## config.mk

```make
export PLATFORM = sky130hd
export DESIGN_NAME = plic_gateway
export DESIGN_NICKNAME = d
export VERILOG_FILES = /design/src/rtl/uninasoc_pkg.sv /design/src/rtl/plic_gateway_cell.sv /design/src/rtl/plic_gateway.sv
export SDC_FILE = /design/constraint.sdc
export NUM_CORES = 1
export LEC_CHECK = 0
export BUFFER_PORTS_ARGS = -buffer_cell sky130_fd_sc_hd__buf_4
export CORE_AREA = 2 2 74 69
export CTS_CLUSTER_SIZE = 30
export DETAILED_ROUTE_END_ITERATION = 8
export DIE_AREA = 0 0 76 71
export PLACE_DENSITY = 0.7
export REMOVE_ABC_BUFFERS = 1
export SYNTH_ARGS = -nofsm -noshare
export SYNTH_HDL_FRONTEND = slang
export SYNTH_SLANG_ARGS = --single-unit
```

## constraint.sdc

```tcl
create_clock -name clock_i -period 1.5 [get_ports clock_i]
set_input_delay 0.3 -clock clock_i [delete_from_list [all_inputs] [get_ports clock_i]]
set_output_delay 0.3 -clock clock_i [all_outputs]
set_load 0.03 [all_outputs]
```

## src/rtl/uninasoc_pkg.sv

```systemverilog
// Shared SoC package: interrupt line map and PLIC gateway types.
package uninasoc_pkg;

  // PLIC source lines driven by the peripheral bus (line 0 is reserved)
  localparam int PLIC_GPIOIN_INTERRUPT = 1;
  localparam int PLIC_TIM0_INTERRUPT   = 2;
  localparam int PLIC_TIM1_INTERRUPT   = 3;
  localparam int PLIC_UART_INTERRUPT   = 4;

  // Interrupt indices as they appear on the peripheral bus
  localparam int PBUS_GPIOIN_INTR_IDX  = 0;
  localparam int PBUS_TIM0_INTR_IDX    = 1;
  localparam int PBUS_TIM1_INTR_IDX    = 2;
  localparam int PBUS_UART_INTR_IDX    = 3;

  localparam int PLIC_NUM_SOURCES = 32;
  localparam int PLIC_ID_W        = 5;

  typedef enum logic [1:0] {
    GW_IDLE     = 2'd0,
    GW_PENDING  = 2'd1,
    GW_INFLIGHT = 2'd2
  } plic_gw_state_t;

  // PBUS index feeding a given PLIC line, or -1 when the line is unmapped
  function automatic int plic_gw_pbus_of_line(input int line);
    case (line)
      PLIC_GPIOIN_INTERRUPT: return PBUS_GPIOIN_INTR_IDX;
      PLIC_TIM0_INTERRUPT:   return PBUS_TIM0_INTR_IDX;
      PLIC_TIM1_INTERRUPT:   return PBUS_TIM1_INTR_IDX;
      PLIC_UART_INTERRUPT:   return PBUS_UART_INTR_IDX;
      default:               return -1;
    endcase
  endfunction

endpackage

```

## src/rtl/plic_gateway_cell.sv

```systemverilog
// One PLIC gateway source: synchroniser, optional edge detector and
// missed-edge counter, and the IDLE/PENDING/INFLIGHT request FSM.
// Edge support is built only when PLIC_GATEWAY_EDGE_EN is defined.
module plic_gateway_cell
  import uninasoc_pkg::*;
#(
  parameter int SYNC_STAGES = 2,
  parameter int EDGE_CNT_W  = 3
) (
  input  logic clock_i,
  input  logic reset_i,
  input  logic intr_i,
  input  logic edge_cfg_i,
  input  logic claim_i,
  input  logic complete_i,
  output logic pending_o
);

  logic [SYNC_STAGES-1:0] r_sync;
  plic_gw_state_t         r_state, w_state_nxt;
  logic                   r_pend;
  logic                   w_req;
  logic                   w_use_cnt;
  logic                   w_level_drop;

  // Synchroniser chain for the raw asynchronous interrupt
  always_ff @(posedge clock_i or posedge reset_i) begin
    if (reset_i) r_sync <= '0;
    else         r_sync <= {r_sync[SYNC_STAGES-2:0], intr_i};
  end

`ifdef PLIC_GATEWAY_EDGE_EN
  logic                  r_sync_q, r_sync_prev_q, r_edge_mode;
  logic [EDGE_CNT_W-1:0] r_cnt, w_cnt_nxt;
  logic                  w_rise, w_inc;

  // Edge-detect pair and the mode actually in force (one cycle behind cfg)
  always_ff @(posedge clock_i or posedge reset_i) begin
    if (reset_i) begin
      r_sync_q      <= 1'b0;
      r_sync_prev_q <= 1'b0;
      r_edge_mode   <= 1'b0;
    end else begin
      r_sync_q      <= r_sync[SYNC_STAGES-1];
      r_sync_prev_q <= r_sync_q;
      r_edge_mode   <= edge_cfg_i;
    end
  end

  assign w_rise       = r_sync_q & ~r_sync_prev_q;
  assign w_req        = r_edge_mode ? w_rise : r_sync_q;
  assign w_level_drop = ~r_edge_mode & ~r_sync_q;
  // A completed source with banked edges re-pends from IDLE, which is what
  // makes the re-pend appear two cycles after the completion.
  assign w_use_cnt    = r_edge_mode & (r_state == GW_IDLE) & (r_cnt != '0);
  // An edge while IDLE with nothing banked is consumed directly as the request
  assign w_inc        = w_rise & ((r_state != GW_IDLE) | w_use_cnt);

  // Missed-edge counter: saturating increment, decrement on re-pend
  always_comb begin
    w_cnt_nxt = r_cnt;
    if (edge_cfg_i != r_edge_mode) begin
      w_cnt_nxt = '0;
    end else if (r_edge_mode) begin
      if (w_inc && !w_use_cnt) begin
        if (r_cnt != {EDGE_CNT_W{1'b1}}) w_cnt_nxt = r_cnt + 1'b1;
      end else if (!w_inc && w_use_cnt) begin
        w_cnt_nxt = r_cnt - 1'b1;
      end
    end
  end

  // Counter register
  always_ff @(posedge clock_i or posedge reset_i) begin
    if (reset_i) r_cnt <= '0;
    else         r_cnt <= w_cnt_nxt;
  end
`else
  logic w_unused_cfg;
  localparam int lp_unused_cnt_w = EDGE_CNT_W;

  assign w_unused_cfg = edge_cfg_i;
  assign w_req        = r_sync[SYNC_STAGES-1];
  assign w_level_drop = ~r_sync[SYNC_STAGES-1];
  assign w_use_cnt    = 1'b0;
`endif

  // Request FSM next state
  always_comb begin
    w_state_nxt = r_state;
    case (r_state)
      GW_IDLE:     if (w_req || w_use_cnt) w_state_nxt = GW_PENDING;
      GW_PENDING: begin
        if (claim_i)           w_state_nxt = GW_INFLIGHT;
        else if (w_level_drop) w_state_nxt = GW_IDLE;
      end
      GW_INFLIGHT: if (complete_i) w_state_nxt = GW_IDLE;
      default:     w_state_nxt = GW_IDLE;
    endcase
  end

  // State register; pending flag registered alongside so it tracks the state
  always_ff @(posedge clock_i or posedge reset_i) begin
    if (reset_i) begin
      r_state <= GW_IDLE;
      r_pend  <= 1'b0;
    end else begin
      r_state <= w_state_nxt;
      r_pend  <= (w_state_nxt == GW_PENDING);
    end
  end

  assign pending_o = r_pend;

endmodule

```

## src/rtl/plic_gateway.sv

```systemverilog
// PLIC interrupt gateway: maps PBUS interrupts onto PLIC lines 1..N-1 and
// runs one gateway cell per line. Define PLIC_GATEWAY_EDGE_EN to enable
// edge-triggered sources and missed-edge counting.
module plic_gateway
  import uninasoc_pkg::*;
#(
  parameter int NUM_SOURCES   = PLIC_NUM_SOURCES,
  parameter int PBUS_NUM_INTR = 4,
  parameter int SYNC_STAGES   = 2,
  parameter int EDGE_CNT_W    = 3
) (
  input  logic                     clock_i,
  input  logic                     reset_i,
  input  logic [PBUS_NUM_INTR-1:0] pbus_intr_i,
  input  logic [NUM_SOURCES-1:0]   edge_cfg_i,
  input  logic                     claim_valid_i,
  input  logic [PLIC_ID_W-1:0]     claim_id_i,
  input  logic                     complete_valid_i,
  input  logic [PLIC_ID_W-1:0]     complete_id_i,
  output logic [NUM_SOURCES-1:0]   irq_pending_o
);

  logic w_unused_cfg0;

  // Line 0 is reserved: never pending, its config bit has no meaning
  assign w_unused_cfg0    = edge_cfg_i[0];
  assign irq_pending_o[0] = 1'b0;

  for (genvar i = 1; i < NUM_SOURCES; i++) begin : g_src
    localparam int                   K  = plic_gw_pbus_of_line(i);
    localparam logic [PLIC_ID_W-1:0] ID = PLIC_ID_W'(i);
    logic w_intr, w_claim, w_complete;

    if (K >= 0 && K < PBUS_NUM_INTR) begin : g_map
      assign w_intr = pbus_intr_i[K];
    end else begin : g_nomap
      assign w_intr = 1'b0;
    end

    // Id 0 and ids beyond the last line never match any cell
    assign w_claim    = claim_valid_i    & (claim_id_i    == ID);
    assign w_complete = complete_valid_i & (complete_id_i == ID);

    plic_gateway_cell #(
      .SYNC_STAGES (SYNC_STAGES),
      .EDGE_CNT_W  (EDGE_CNT_W)
    ) u_cell (
      .clock_i    (clock_i),
      .reset_i    (reset_i),
      .intr_i     (w_intr),
      .edge_cfg_i (edge_cfg_i[i]),
      .claim_i    (w_claim),
      .complete_i (w_complete),
      .pending_o  (irq_pending_o[i])
    );
  end

endmodule
```

## Word-level counts from Yosys, hierarchy flattened

Cells that the tools add are included.

- Register bits after elaboration: 101
- Output and inout port bits: 32

- Eq/ne operators: 155
- Muxes and demuxes: 101
- Bitwise logic cells: 62
- Reductions and logical operators: 31

Operator list:

| kind | number |
|---|---|
| $pmux W2 S3 | 31 |
| $eq A5 B5 Y1 const B | 32 |
| $mux W2 | 70 |
| $eq A2 B1 Y1 const B | 62 |
| $eq A5 B4 Y1 const B | 16 |
| $and A1 B1 Y1 | 62 |
| $eq A2 B2 Y1 const B | 31 |
| $logic_not A2 Y1 | 31 |
| $eq A5 B3 Y1 const B | 8 |
| $eq A5 B2 Y1 const B | 4 |
| $eq A5 B1 Y1 const B | 2 |

## Depth between registers and ports, before layout

- Word-level depth: 5
- Mapped depth: 4

## Hierarchy

From an unflattened synthesis, not the netlist that was laid out.

- Cells, all modules: 435
- Area total of the unflattened synthesis: 5506.5 um^2

By module, submodules not included:

| module | instances | cells each | area an instance (um^2) |
|---|---|---|---|
| plic_gateway_cell | 31 | 11 | 162.7 |
| plic_gateway | 1 | 94 | 464.2 |

## Worst setup path before layout

Ideal clock, no wire load.

- Path kind: input -> register
- From: in complete_id_i[4]
- To: reg g_src[1].u_cell.r_state[1]
- Data arrival time: 1.046 ns
- Required time: 1.371 ns
- Setup slack: 0.325 ns
- Stages: 3
- Path through: or4b_1 > o21ai_0 > o21ai_0

- Word-level cells in the longest chain between the ends: 4

RTL lines:

| what | line | text |
|---|---|---|
| start, declared | plic_gateway.sv:19 | `input logic [PLIC_ID_W-1:0] complete_id_i,` |
| $eq A5 B1 Y1 | plic_gateway.sv:42 | `assign w_complete = complete_valid_i & (complete_id_i == ID);` |
| $and A1 B1 Y1 | plic_gateway.sv:42 |  |
| $mux W2 | plic_gateway_cell.sv:97 | `GW_INFLIGHT: if (complete_i) w_state_nxt = GW_IDLE;` |
| $pmux W2 S3 | plic_gateway_cell.sv:91 | `case (r_state)` |
| named net g_src[1].u_cell.w_state_nxt[1] | plic_gateway_cell.sv:20 | `plic_gw_state_t r_state, w_state_nxt;` |
| end signal, assigned | plic_gateway_cell.sv:108 | `r_state <= w_state_nxt;` |
| end, declared | plic_gateway_cell.sv:20 |  |

The timed path passes the listed nets, and every way through them passes these cells.

## Final worst setup path

- From: reg g_src[10].u_cell.r_pend
- To: out irq_pending_o[10]

RTL lines:

| what | line | text |
|---|---|---|
| start, declared | plic_gateway_cell.sv:21 | `logic r_pend;` |
| start signal, assigned | plic_gateway_cell.sv:109 | `r_pend <= (w_state_nxt == GW_PENDING);` |
| end, declared | plic_gateway.sv:20 | `output logic [NUM_SOURCES-1:0] irq_pending_o` |

No word-level cell between the ends.

==> results_tabular.tex <==
\begin{tabular}{lr}
\hline
Metric & Value \\
\hline
\multicolumn{2}{l}{\textbf{Timing}} \\
\quad Count of final setup violators & 0 \\
\quad Final-layout setup total negative slack & 0 ns \\
\quad Final Skew & 0.00169 ns \\
\quad Maximum clock rate & 882 MHz \\
\quad Count of pins over their slew limit & 0 \\
\quad Final hold violation count & 0 \\
\quad Min Clock Period, post-route & 1.13 ns \\
\quad Final critical-path share of the clock period & 75.6\% \\
\quad Worst hold margin & 0.0326 ns \\
\quad Setup repair after global routing missed its margin & false \\
\multicolumn{2}{l}{\textbf{Setup path}} \\
\quad R2r worst-path depth & 2 \\
\quad Worst Path Max Fanout & 1 \\
\quad Cell family with the largest share of critical-path delay & flip-flops \\
\quad Critical path's largest stage delay & 0.37 ns \\
\quad Register-to-register path setup slack & 0.69 ns \\
\quad Worst reg2reg endpoint & g\_src[3].u\_cell.pending\_o \\
\quad Nature of the critical path endpoint & primary output \\
\quad Critical-path cell list & buf\_4 \\
\quad Critical Path RT & 1.20 ns \\
\quad Worst Path Arrival & 0.83 ns \\
\quad CP startpoint & g\_src[10].u\_cell.pending\_o \\
\quad Slowest cell on the critical path & sky130\_fd\_sc\_hd\_\_dfrtp\_1 \\
\quad Crit path buf inv count & 1 \\
\quad R2r startpoint & g\_src[3].u\_cell.r\_state[0] \\
\quad Crit start category & flop \\
\quad Worst setup path class & reg2out \\
\multicolumn{2}{l}{\textbf{Finish}} \\
\quad Final antenna diode count & 0 \\
\quad Share of the core filled with cells & 44.8\% \\
\quad Fill cells & 448 \\
\quad Area growth from synthesis to layout & 23.6\% \\
\quad Post-route design area & 2090 um\^{}2 \\
\quad Fraction of final layout cells with drive strength greater than 1 & 35.5\% \\
\quad Number of nets in the layout & 218 \\
\multicolumn{2}{l}{\textbf{Routing}} \\
\quad Number of design rule violations left after detail routing & 0 \\
\quad Total wire length & 2370 um \\
\quad Final antenna-violating net count & 0 \\
\quad DR vias/cell & 3.85 \\
\quad Number of DRC markers after the initial detailed-route iteration & 24 \\
\quad Number of iterations in the first detailed-routing pass & 4 \\
\quad Via count & 901 \\
\quad WL per Instance & 10.1 um \\
\multicolumn{2}{l}{\textbf{Clock network}} \\
\quad Clock-pin slew of the registers on the worst-case setup and hold paths & 0.09 ns \\
\quad CTS buffer count & 5 \\
\quad Maximum buffer depth of the clock tree & 2 \\
\quad Buffers inserted during post-CTS setup optimization & 0 \\
\quad TritonCTS clock tree & yes \\
\quad Quantity of gates resized following cts & 0 \\
\quad Root Driver & sky130\_fd\_sc\_hd\_\_clkbuf\_8 \\
\quad Count of H-tree levels built during CTS & 2 \\
\quad Total number of clock tree sinks & 47 \\
\quad Clock latency of the later-clocked register in the worst-skew pair & 0.29 ns \\
\quad CTS hold repair buffers & 0 \\
\multicolumn{2}{l}{\textbf{Synthesis}} \\
\quad Number of distinct library cells after synthesis & 19 \\
\quad Library cell with the largest summed area after synthesis & sky130\_fd\_sc\_hd\_\_dfrtp\_1 \\
\quad Netlist area before placement & 1690 um\^{}2 \\
\quad Number of register bits inferred by synthesis & 47 \\
\quad Cells after synthesis & 121 \\
\quad Part of the Yosys area used for sequential elements & 69.7\% \\
\quad Largest cells by area after synthesis & sky130\_fd\_sc\_hd\_\_dfrtp\_1, sky130\_fd\_sc\_hd\_\_buf\_4, sky130\_fd\_sc\_hd\_\_and3b\_1 \\
\quad Area share of the leading cell type in the synthesized netlist & 69.7\% \\
\quad Synth Area per Inst & 13.9 um\^{}2 \\
\quad Count of yosys warnings during synthesis & 0 \\
\multicolumn{2}{l}{\textbf{GRT}} \\
\quad Wire length of the first global-routing pass & 4020 um \\
\quad GRT Util Overall & 9.64\% \\
\quad Number of antenna violations at the first check in global routing & 0 \\
\quad Global-route congestion overflow total & 0 \\
\quad Number of global-route vias before repair & 988 \\
\quad Maximum number of pins on one net before global-route repair & 48 \\
\multicolumn{2}{l}{\textbf{Floorplanning}} \\
\quad Floorplan core area & 4650 um\^{}2 \\
\quad Top Ports & 82 \\
\quad Initial core utilization & 36.3\% \\
\quad Area of the die & 5400 um\^{}2 \\
\quad Number of placement rows & 24 \\
\quad Die width & 76 um \\
\quad Die span in y & 71 um \\
\multicolumn{2}{l}{\textbf{Power and ir drop}} \\
\quad Switch share & 25.2\% \\
\quad Switching pwr & 0.595 mW \\
\quad Fraction of power consumed by the clock network & 31.6\% \\
\quad Maximum resistive drop on vdd & 687 uV \\
\quad Internal power summed over all cells & 1.76 mW \\
\quad Fraction of power consumed by sequential logic & 57.1\% \\
\quad Combinational power share & 11.4\% \\
\quad Power per unit of standard cell area & 1130 nW/um\^{}2 \\
\quad Static leakage & 1.02 nW \\
\multicolumn{2}{l}{\textbf{Placed design}} \\
\quad Port Buffer Count & 48 \\
\quad HPWL after detailed placement & 1800 um \\
\quad Placer congestion estimate & 0.704 \\
\quad Total placed instance area & 1990 um\^{}2 \\
\multicolumn{2}{l}{\textbf{Run}} \\
\quad Max-cap violations & 0 \\
\multicolumn{2}{l}{\textbf{Worst hold path}} \\
\quad Hold WC Path Type & in2async \\
\multicolumn{2}{l}{\textbf{Status}} \\
\quad Run status & completed \\
\hline
\end{tabular}
==> cells in the mapped netlist <==
| library cell | instances |
|---|---|
| sky130_fd_sc_hd__nand4_1 | 2 |
| sky130_fd_sc_hd__nand4bb_1 | 1 |
| sky130_fd_sc_hd__nand2_1 | 1 |
| sky130_fd_sc_hd__dfrtp_1 | 47 |
| sky130_fd_sc_hd__nor2_1 | 2 |
| sky130_fd_sc_hd__clkbuf_1 | 3 |
| sky130_fd_sc_hd__buf_4 | 32 |
| sky130_fd_sc_hd__nor2b_1 | 5 |
| sky130_fd_sc_hd__buf_2 | 1 |
| sky130_fd_sc_hd__and4bb_2 | 2 |
| sky130_fd_sc_hd__nand3_1 | 2 |
| sky130_fd_sc_hd__o21ai_0 | 7 |
| sky130_fd_sc_hd__inv_1 | 2 |
| sky130_fd_sc_hd__nand2b_1 | 2 |
| sky130_fd_sc_hd__and2_1 | 1 |
| sky130_fd_sc_hd__o311ai_0 | 1 |
| sky130_fd_sc_hd__or4b_1 | 1 |
| sky130_fd_sc_hd__and3b_1 | 8 |
| sky130_fd_sc_hd__conb_1 | 1 |
==> power groups by stage <==
| stage | clock [mW] | sequential (mW) | combinational, mW |
|---|---|---|---|
| floorplan | 0 | 1.46 | 0.0505 |
| global placement | 0 | 1.37 | 0.269 |
| detailed placement | 0 | 1.37 | 0.271 |
| CTS | 0.785 | 1.35 | 0.271 |
| global route | 0.829 | 1.35 | 0.292 |
| finish | 0.744 | 1.35 | 0.269 |
==> worst max path at each step <==
stage | end | slack (ns) | cells after the start
6_report | irq_pending_o[10] | 0.37 | 1
5_1_grt | irq_pending_o[17] | 0.32 | 1
4_1_cts | irq_pending_o[24] | 0.34 | 1
3_5_place_dp | g_src[2].u_cell.r_state[1] | 0.1 | 4
3_3_place_gp | g_src[1].u_cell.r_state[1] | 0.12 | 4
2_1_floorplan | g_src[10].u_cell.pending_o | 0.08 | 1
==> cells in the final DEF, fill, tap and decap left out <==
| master | instances |
|---|---|
| sky130_fd_sc_hd__or4b_1 | 1 |
| sky130_fd_sc_hd__and4bb_2 | 2 |
| sky130_fd_sc_hd__buf_4 | 48 |
| sky130_fd_sc_hd__inv_1 | 1 |
| sky130_fd_sc_hd__clkinvlp_4 | 2 |
| sky130_fd_sc_hd__nand4bb_1 | 1 |
| sky130_fd_sc_hd__dfrtp_1 | 47 |
| sky130_fd_sc_hd__nand2b_1 | 2 |
| sky130_fd_sc_hd__inv_2 | 1 |
| sky130_fd_sc_hd__clkbuf_8 | 5 |
| sky130_fd_sc_hd__buf_12 | 1 |
| sky130_fd_sc_hd__o21ai_0 | 7 |
| sky130_fd_sc_hd__nand3_1 | 2 |
| sky130_fd_sc_hd__nand2_1 | 1 |
| sky130_fd_sc_hd__and2_1 | 1 |
| sky130_fd_sc_hd__conb_1 | 28 |
| sky130_fd_sc_hd__o311ai_0 | 1 |
| sky130_fd_sc_hd__nand4_1 | 2 |
| sky130_fd_sc_hd__inv_6 | 1 |
| sky130_fd_sc_hd__and3b_1 | 8 |
| sky130_fd_sc_hd__nor2_1 | 2 |
| sky130_fd_sc_hd__nor2b_1 | 5 |
==> cells by family (layout without fill, tap and decap cells) <==
group / after synthesis / after routing / synth area share [%]
DFF: 47 / 47 / 69.7
AOI/OAI and AO/OA: 8 / 8 / 2.59
buffers and inverters: 38 / 59 / 15.6
other: 1 / 28 / 0.222
and+or+nand+nor: 27 / 27 / 11.9
==> sequential cells by signal, indices dropped and copies added, names as in the netlist <==
signal and flops:
g_src.u_cell.pending_o 31, g_src.u_cell.r_state 8, g_src.u_cell.r_sync 8
==> metrics by stage <==
step                setup slack [ns]  instances  power (mW)
global placement               0.120        226        1.64
CTS                            0.340        234        2.40
finish                         0.366        234        2.36
floorplan                     0.0839        112        1.51
detailed placement            0.0954        226        1.64
global route                   0.315        234        2.47
==> layer usage <==
metal | global-route usage, % | vias to the layer above | part of all wire, % | routed length [um]
li1 | - | 424 | - | -
met1 | 9.05 | 435 | 39 | 921
met2 | 15.9 | 37 | 46 | 1090
met3 | 7.65 | 5 | 14 | 322
met4 | 3.64 | 0 | 1.5 | 35
met5 | 0 | - | 0 | 0
==> cell type report <==
cell class | count | area, um^2 | share of cell area [%]
flip-flops and latches | 47 | 1180 | 56.4
repair buffers | 49 | 380 | 18.2
multi-input cells | 63 | 349 | 16.7
well taps | 65 | 81.3 | 3.90
clock buffers | 5 | 68.8 | 3.30
clock inverters | 3 | 23.8 | 1.14
inverters | 2 | 7.51 | 0.360
No activity file was read; power rests on OpenSTA's default activity.
